--- src/rtl/scene_render_pkg.sv ---
// Shared colours, pipe constants and the colour priority rule for the scene renderer.
package scene_render_pkg;

    localparam logic [23:0] COL_SKY       = 24'h70C5CE;
    localparam logic [23:0] COL_PIPE      = 24'h5EBD3B;
    localparam logic [23:0] COL_GROUND    = 24'hDED895;
    localparam logic [23:0] COL_BIRD      = 24'hF8E71C;
    localparam logic [23:0] COL_BIRD_DEAD = 24'hE03020;

    localparam logic [11:0] PIPE_DISABLE = 12'hFFF;
    localparam int          NUM_PIPES    = 4;

    // Bird beats any pipe, pipes beat ground, ground beats sky.
    function automatic logic [23:0] pick_colour(input logic bird,
                                                input logic pipe,
                                                input logic ground,
                                                input logic dead);
        logic [23:0] colour;
        colour = COL_SKY;
        if (bird) begin
            colour = dead ? COL_BIRD_DEAD : COL_BIRD;
        end else if (pipe) begin
            colour = COL_PIPE;
        end else if (ground) begin
            colour = COL_GROUND;
        end
        return colour;
    endfunction

endpackage

--- src/rtl/scene_render_span_hit.sv ---
// Tests whether a coordinate lies in [base, base+len); the upper bound is kept at
// 13 bits so a span running past 4095 is clipped instead of wrapping to column 0.
module span_hit
    import scene_render_pkg::*;
(
    input  logic [11:0] coord,
    input  logic [11:0] base,
    input  logic [11:0] len,
    output logic        hit
);

    logic [12:0] lo;
    logic [12:0] hi;
    logic [12:0] pos;

    assign pos = {1'b0, coord};
    assign lo  = {1'b0, base};
    assign hi  = lo + {1'b0, len};
    assign hit = (pos >= lo) && (pos < hi);

endmodule

--- src/rtl/scene_render.sv ---
// Flappy-style scene renderer: per-frame shadow of the game state, then a two-stage
// pixel pipeline (hit tests, then colour) feeding the timing driver.
module scene_render
    import scene_render_pkg::*;
#(
    parameter int BIRD_X   = 200,
    parameter int BIRD_W   = 34,
    parameter int BIRD_H   = 24,
    parameter int PIPE_W   = 52,
    parameter int GAP_H    = 200,
    parameter int GROUND_Y = 800
) (
    input  logic        clk,
    input  logic        Rst,
    input  logic [11:0] Set_X,
    input  logic [11:0] Set_Y,
    input  logic        RGB_VDE,
    input  logic        RGB_VSync,
    input  logic [11:0] Bird_Y,
    input  logic [47:0] Pipe_X,
    input  logic [47:0] Gap_Y,
    input  logic        Game_Over,
    output logic [23:0] RGB_In,
    output logic        Frame_Tick,
    output logic [15:0] Frame_Cnt
);

    logic                 vsync_d;
    logic                 vsync_rise;
    logic [11:0]          s_bird_y;
    logic [47:0]          s_pipe_x;
    logic [47:0]          s_gap_y;
    logic                 s_over;
    logic [15:0]          frame_cnt;

    logic                 bird_x_hit;
    logic                 bird_y_hit;
    logic [NUM_PIPES-1:0] pipe_x_hit;
    logic [NUM_PIPES-1:0] gap_y_hit;
    logic [NUM_PIPES-1:0] pipe_hit;
    logic                 ground_hit;

    logic                 bird_q;
    logic [NUM_PIPES-1:0] pipe_q;
    logic                 ground_q;
    logic                 dead_q;
    logic                 vde_q;

    // Gated with Rst so a high VSync during reset cannot produce a tick.
    assign vsync_rise = RGB_VSync & ~vsync_d;
    assign Frame_Tick = vsync_rise & Rst;
    assign Frame_Cnt  = frame_cnt;

    // Game state is sampled once per frame so the picture never tears mid-field.
    always_ff @(posedge clk or negedge Rst) begin
        if (!Rst) begin
            vsync_d   <= 1'b0;
            s_bird_y  <= '0;
            s_pipe_x  <= {NUM_PIPES{PIPE_DISABLE}};
            s_gap_y   <= '0;
            s_over    <= 1'b0;
            frame_cnt <= '0;
        end else begin
            vsync_d <= RGB_VSync;
            if (vsync_rise) begin
                s_bird_y  <= Bird_Y;
                s_pipe_x  <= Pipe_X;
                s_gap_y   <= Gap_Y;
                s_over    <= Game_Over;
                frame_cnt <= frame_cnt + 16'd1;
            end
        end
    end

    span_hit u_bird_x (
        .coord (Set_X),
        .base  (12'(BIRD_X)),
        .len   (12'(BIRD_W)),
        .hit   (bird_x_hit)
    );

    span_hit u_bird_y (
        .coord (Set_Y),
        .base  (s_bird_y),
        .len   (12'(BIRD_H)),
        .hit   (bird_y_hit)
    );

    for (genvar i = 0; i < NUM_PIPES; i++) begin : g_pipe
        span_hit u_pipe_x (
            .coord (Set_X),
            .base  (s_pipe_x[12*i +: 12]),
            .len   (12'(PIPE_W)),
            .hit   (pipe_x_hit[i])
        );

        span_hit u_gap_y (
            .coord (Set_Y),
            .base  (s_gap_y[12*i +: 12]),
            .len   (12'(GAP_H)),
            .hit   (gap_y_hit[i])
        );

        assign pipe_hit[i] = (s_pipe_x[12*i +: 12] != PIPE_DISABLE)
                             & pipe_x_hit[i] & ~gap_y_hit[i];
    end

    assign ground_hit = (Set_Y >= 12'(GROUND_Y));

    always_ff @(posedge clk or negedge Rst) begin
        if (!Rst) begin
            bird_q   <= 1'b0;
            pipe_q   <= '0;
            ground_q <= 1'b0;
            dead_q   <= 1'b0;
            vde_q    <= 1'b0;
        end else begin
            bird_q   <= bird_x_hit & bird_y_hit;
            pipe_q   <= pipe_hit;
            ground_q <= ground_hit;
            dead_q   <= s_over;
            vde_q    <= RGB_VDE;
        end
    end

    // Blanking forces black so nothing leaks into the porch/sync regions.
    always_ff @(posedge clk or negedge Rst) begin
        if (!Rst) begin
            RGB_In <= '0;
        end else if (vde_q) begin
            RGB_In <= pick_colour(bird_q, |pipe_q, ground_q, dead_q);
        end else begin
            RGB_In <= '0;
        end
    end

endmodule

--- config.mk ---
export PLATFORM = sky130hd
export DESIGN_NAME = scene_render
export DESIGN_NICKNAME = d
export VERILOG_FILES = /design/src/rtl/scene_render_pkg.sv /design/src/rtl/scene_render_span_hit.sv /design/src/rtl/scene_render.sv
export SDC_FILE = /design/constraint.sdc
export NUM_CORES = 1
export LEC_CHECK = 0
export ABC_AREA = 1
export BUFFER_PORTS_ARGS = -buffer_cell sky130_fd_sc_hd__buf_2
export CAP_MARGIN = 20
export CORE_ASPECT_RATIO = 1.75
export CORE_UTILIZATION = 55
export DETAILED_ROUTE_END_ITERATION = 16
export GPL_TIMING_DRIVEN = 0
export MAX_ROUTING_LAYER = met4
export PLACE_DENSITY_LB_ADDON = 0.08
export SLEW_MARGIN = 20
export SYNTH_ARGS = -nofsm -noshare
export SYNTH_HDL_FRONTEND = slang
export SYNTH_SLANG_ARGS = --single-unit
--- constraint.sdc ---
create_clock -name clk -period 2.5 [get_ports clk]
set_clock_uncertainty 0.2 [all_clocks]
set_input_delay 0.5 -clock clk [delete_from_list [all_inputs] [get_ports clk]]
set_output_delay 0.5 -clock clk [all_outputs]
set_load 0.1 [all_outputs]
==> results.py <==
metrics = {
    "sta": {
        "worst_slack_ns": 0.0957,
        "whs_ns": -0.226,
        "fin_crit_ns": 2.40,
        "rsz0062_at_grt": "yes",
        "finalSetupTns_ns": 0,
        "fmax_mhz": 416,
        "setup_violations": 0,
        "finalMaxSlewViolations": 0,
        "hold_viol": 70,
        "maxSlewHeadroom": 0.448,
        "fin_crit_sh": 0.962,
        "worst_slew_pin_slew_ns": 0.821,
    },
    "floorplanning": {
        "rows": 71,
        "pin_count": 178,
        "core-area_um2": 21500,
        "fp.dieH_um": 198,
        "initial_utilization": 0.560,
        "die-area_um2": 22500,
        "dieWidth_um": 114,
    },
    "worst_setup_path": {
        "worst_setup_path_start_kind": "register",
        "cp.required_ns": 2.68,
        "crit_arrival_ns": 2.58,
        "path_cells": "ha_4 > nor2_2 > nand2_2 > nand4_1 > xor2_1 > ha_1 > a21o_1 > nand3_1 > nand3_1 > nor2_1 > nand3_1 > nor2_1",
        "cp-end-kind": "register",
        "cpPeakStageDelay_ns": 0.58,
        "slowest_stage": "dfstp_2",
        "cp_common_cell": "nand3_1",
        "crit_fanout": 4,
        "path_class": "reg2reg",
        "rr_worst_depth": 12,
    },
    "clocking": {
        "cts_root_buf": "clkbuf_16",
        "cts_buffer_depth": 2,
        "cts_tree": "built",
        "cts.sinks": 149,
        "clk_latency_ns": 0.45,
        "cts_made_buffers": 17,
        "htree_num_levels": 4,
        "holdBufCountCts": 2,
        "clk_pin_slew_ns": 0.06,
    },
    "layout": {
        "final_common_cell": "nand2_1",
        "nFillCells": 2014,
        "areaGrowthSynthToFinish_pct": 17.3,
        "final_cell_mix": "414 x nand2_1, 230 x inv_1, 200 x ha_1",
        "final_nets": 2134,
        "fin_cells": 2103,
        "drive_gt1_frac": 0.179,
        "final_util": 0.658,
    },
    "synthesis": {
        "yosys_warnings": 0,
        "synthTopCellsByArea": "ha_1 21%, dfrtp_1 21%, nand2_1 13%, dfstp_2 10%, inv_1 7.2%",
        "synth_top_cell_by_area": "ha_1",
        "syn-cell-area_um2": 12000,
        "avgSynthCellArea_um2": 7.58,
        "syn_inst": 1590,
        "synth_flop_cell": "dfrtp_1",
        "syn-num-nets": 1930,
        "async_flop_share": 1.00,
        "yosysTopAreaCellShare": 0.211,
        "ys_types": 33,
        "ys_ff_latch": 149,
        "synth_edf_count": 0,
        "yosysSeqAreaShare": 0.314,
    },
    "placement": {
        "gp_congestion": 0.893,
        "dp.cells": 2059,
        "port_buffers": 176,
        "dpl.hpwl_um": 24600,
        "pre_cts_slack_ns": -0.304,
    },
    "drt": {
        "vias_per_cell": 5.20,
        "drcViolationCount": 0,
        "avgRoutedWirePerCell_um": 15.1,
        "detail_route.iter0.violations": 454,
        "final_antenna_net_count": 0,
        "vias": 10900,
        "wl_um": 31700,
        "drt_pass1_iterations": 5,
    },
    "global_route": {
        "antenna_found_initial": 4,
        "grt_max_degree": 85,
        "overflow": 0,
        "grt_pass1_vias": 11100,
        "grt_pass1_wl_um": 51300,
        "grt_usage": 0.306,
    },
    "pwr": {
        "leakage_nw": 7.59,
        "ir_drop_mv": 0.577,
        "powerDensity_nw_per_um2": 684,
    },
    "flow_run": {
        "maxCapViolations": 0,
    },
    "outcome": {
        "outcome": "complete, but fails checks",
        "violations": "negative hold slack",
    },
    "hold_path": {
        "hp-class": "in2async",
    },
}
[critical path, delay by kind of cell (launching register included)]
| kind | cells | cell delay [ns] |
|---|---|---|
| adders and majority gates | 2 | 0.45 |
| AOI/OAI and AO/OA | 1 | 0.18 |
| xor gates and xnor gates | 1 | 0.16 |
| DFF | 1 | 0.58 |
| and+or+nand+nor | 8 | 0.75 |
[power breakdown]
part	internal [mW]	switching (mW)	total [mW]
clock network	1.49	1.15	2.64
registers	2.83	0.279	3.11
logic	1.24	2.68	3.92
[layout make-up]
cell class                 instances  area, um2  share of cell area
clock buffer                      17        425              0.0301
timing repair buffer             185       1020              0.0721
sequential                       149       3790               0.268
clock inverter                    15        170              0.0120
multi-input combinational       1175       7280               0.515
buffer                            34        208              0.0147
inverter                         232        871              0.0616
tap                              292        365              0.0258
antenna                            4       10.0            0.000708
[cells in the mapped netlist (2+ instances only)]
master	number
nand2_1	418
inv_1	230
ha_1	203
nor2_1	120
o21ai_0	113
dfrtp_1	101
nand3_1	89
a21oi_1	72
xor2_1	69
dfstp_2	48
nand4_1	25
buf_4	20
nor3_1	13
o21a_1	12
clkbuf_1	11
a21o_1	9
xnor2_1	8
and2_1	3
buf_2	3
nand2_2	3
nand3b_1	3
nor2_4	3
nor3_2	3
inv_2	2
[what timing repair did]
action | in CTS | in global routing
gates resized for setup | 7 | 21
pin swaps | 0 | 10
buffers inserted | 0 | 5
endpoints found under the setup margin | 4 | 6
gates cloned | 0 | 1
endpoints found under the hold margin | 72 | 70
[routing by layer]
metal,track usage,part of all wire,vias up
li1,-,-,5552
met2,0.556,0.53,254
met5,-,0,-
met1,0.304,0.38,5046
met4,0.177,0.054,0
met3,0.0517,0.039,91
[state kept, by name, indices dropped and copies added, names as in the netlist]
| register | cells |
|---|---|
| vde_q | 1 |
| s_bird_y | 12 |
| vsync_d | 1 |
| ground_q | 1 |
| s_pipe_x | 48 |
| bird_q | 1 |
| pipe_q | 4 |
| s_gap_y | 48 |
| s_over | 1 |
| dead_q | 1 |
| RGB_In | 15 |
| Frame_Cnt | 16 |
[kinds of logic (layout without fill, tap and decap cells)]
| logic type | count (synthesis) | count (layout) | synth area share |
|---|---|---|---|
| buffers and inverters | 266 | 483 | 0.0894 |
| AO/OA/AOI/OAI | 209 | 209 | 0.0920 |
| other | 1 | 5 | 0.000311 |
| XOR/XNOR | 77 | 77 | 0.0560 |
| AND/OR/NAND/NOR | 685 | 685 | 0.237 |
| flip-flops | 149 | 149 | 0.314 |
| adder cells (fa/ha/maj) | 203 | 203 | 0.211 |
[stage by stage]
stage,power (mW),area [um2]
2_1_floorplan,6.01,12100
3_3_place_gp,6.87,13300
3_5_place_dp,6.99,13300
4_1_cts,9.68,14000
5_1_grt,10.4,14100
6_report,9.67,14100
[path summary, 6_finish.rpt]
path	end	slack, ns	start
hold / removal	RGB_In[13]$_DFF_PN0_	-0.23	Rst
setup / recovery	pipe_q[2]$_DFF_PN0_	0.1	s_pipe_x[26]$_DFFE_PN1P_
setup reg to reg	pipe_q[2]$_DFF_PN0_	0.1	s_pipe_x[26]$_DFFE_PN1P_
max in group asynchronous	s_pipe_x[6]$_DFFE_PN1P_	1.67	Rst
min in group clk	s_gap_y[24]$_DFFE_PN0P_	0.05	Gap_Y[24]
hold reg to reg	dead_q$_DFF_PN0_	0.20	s_over$_DFFE_PN0P_
(Power assumes the default switching activity.)
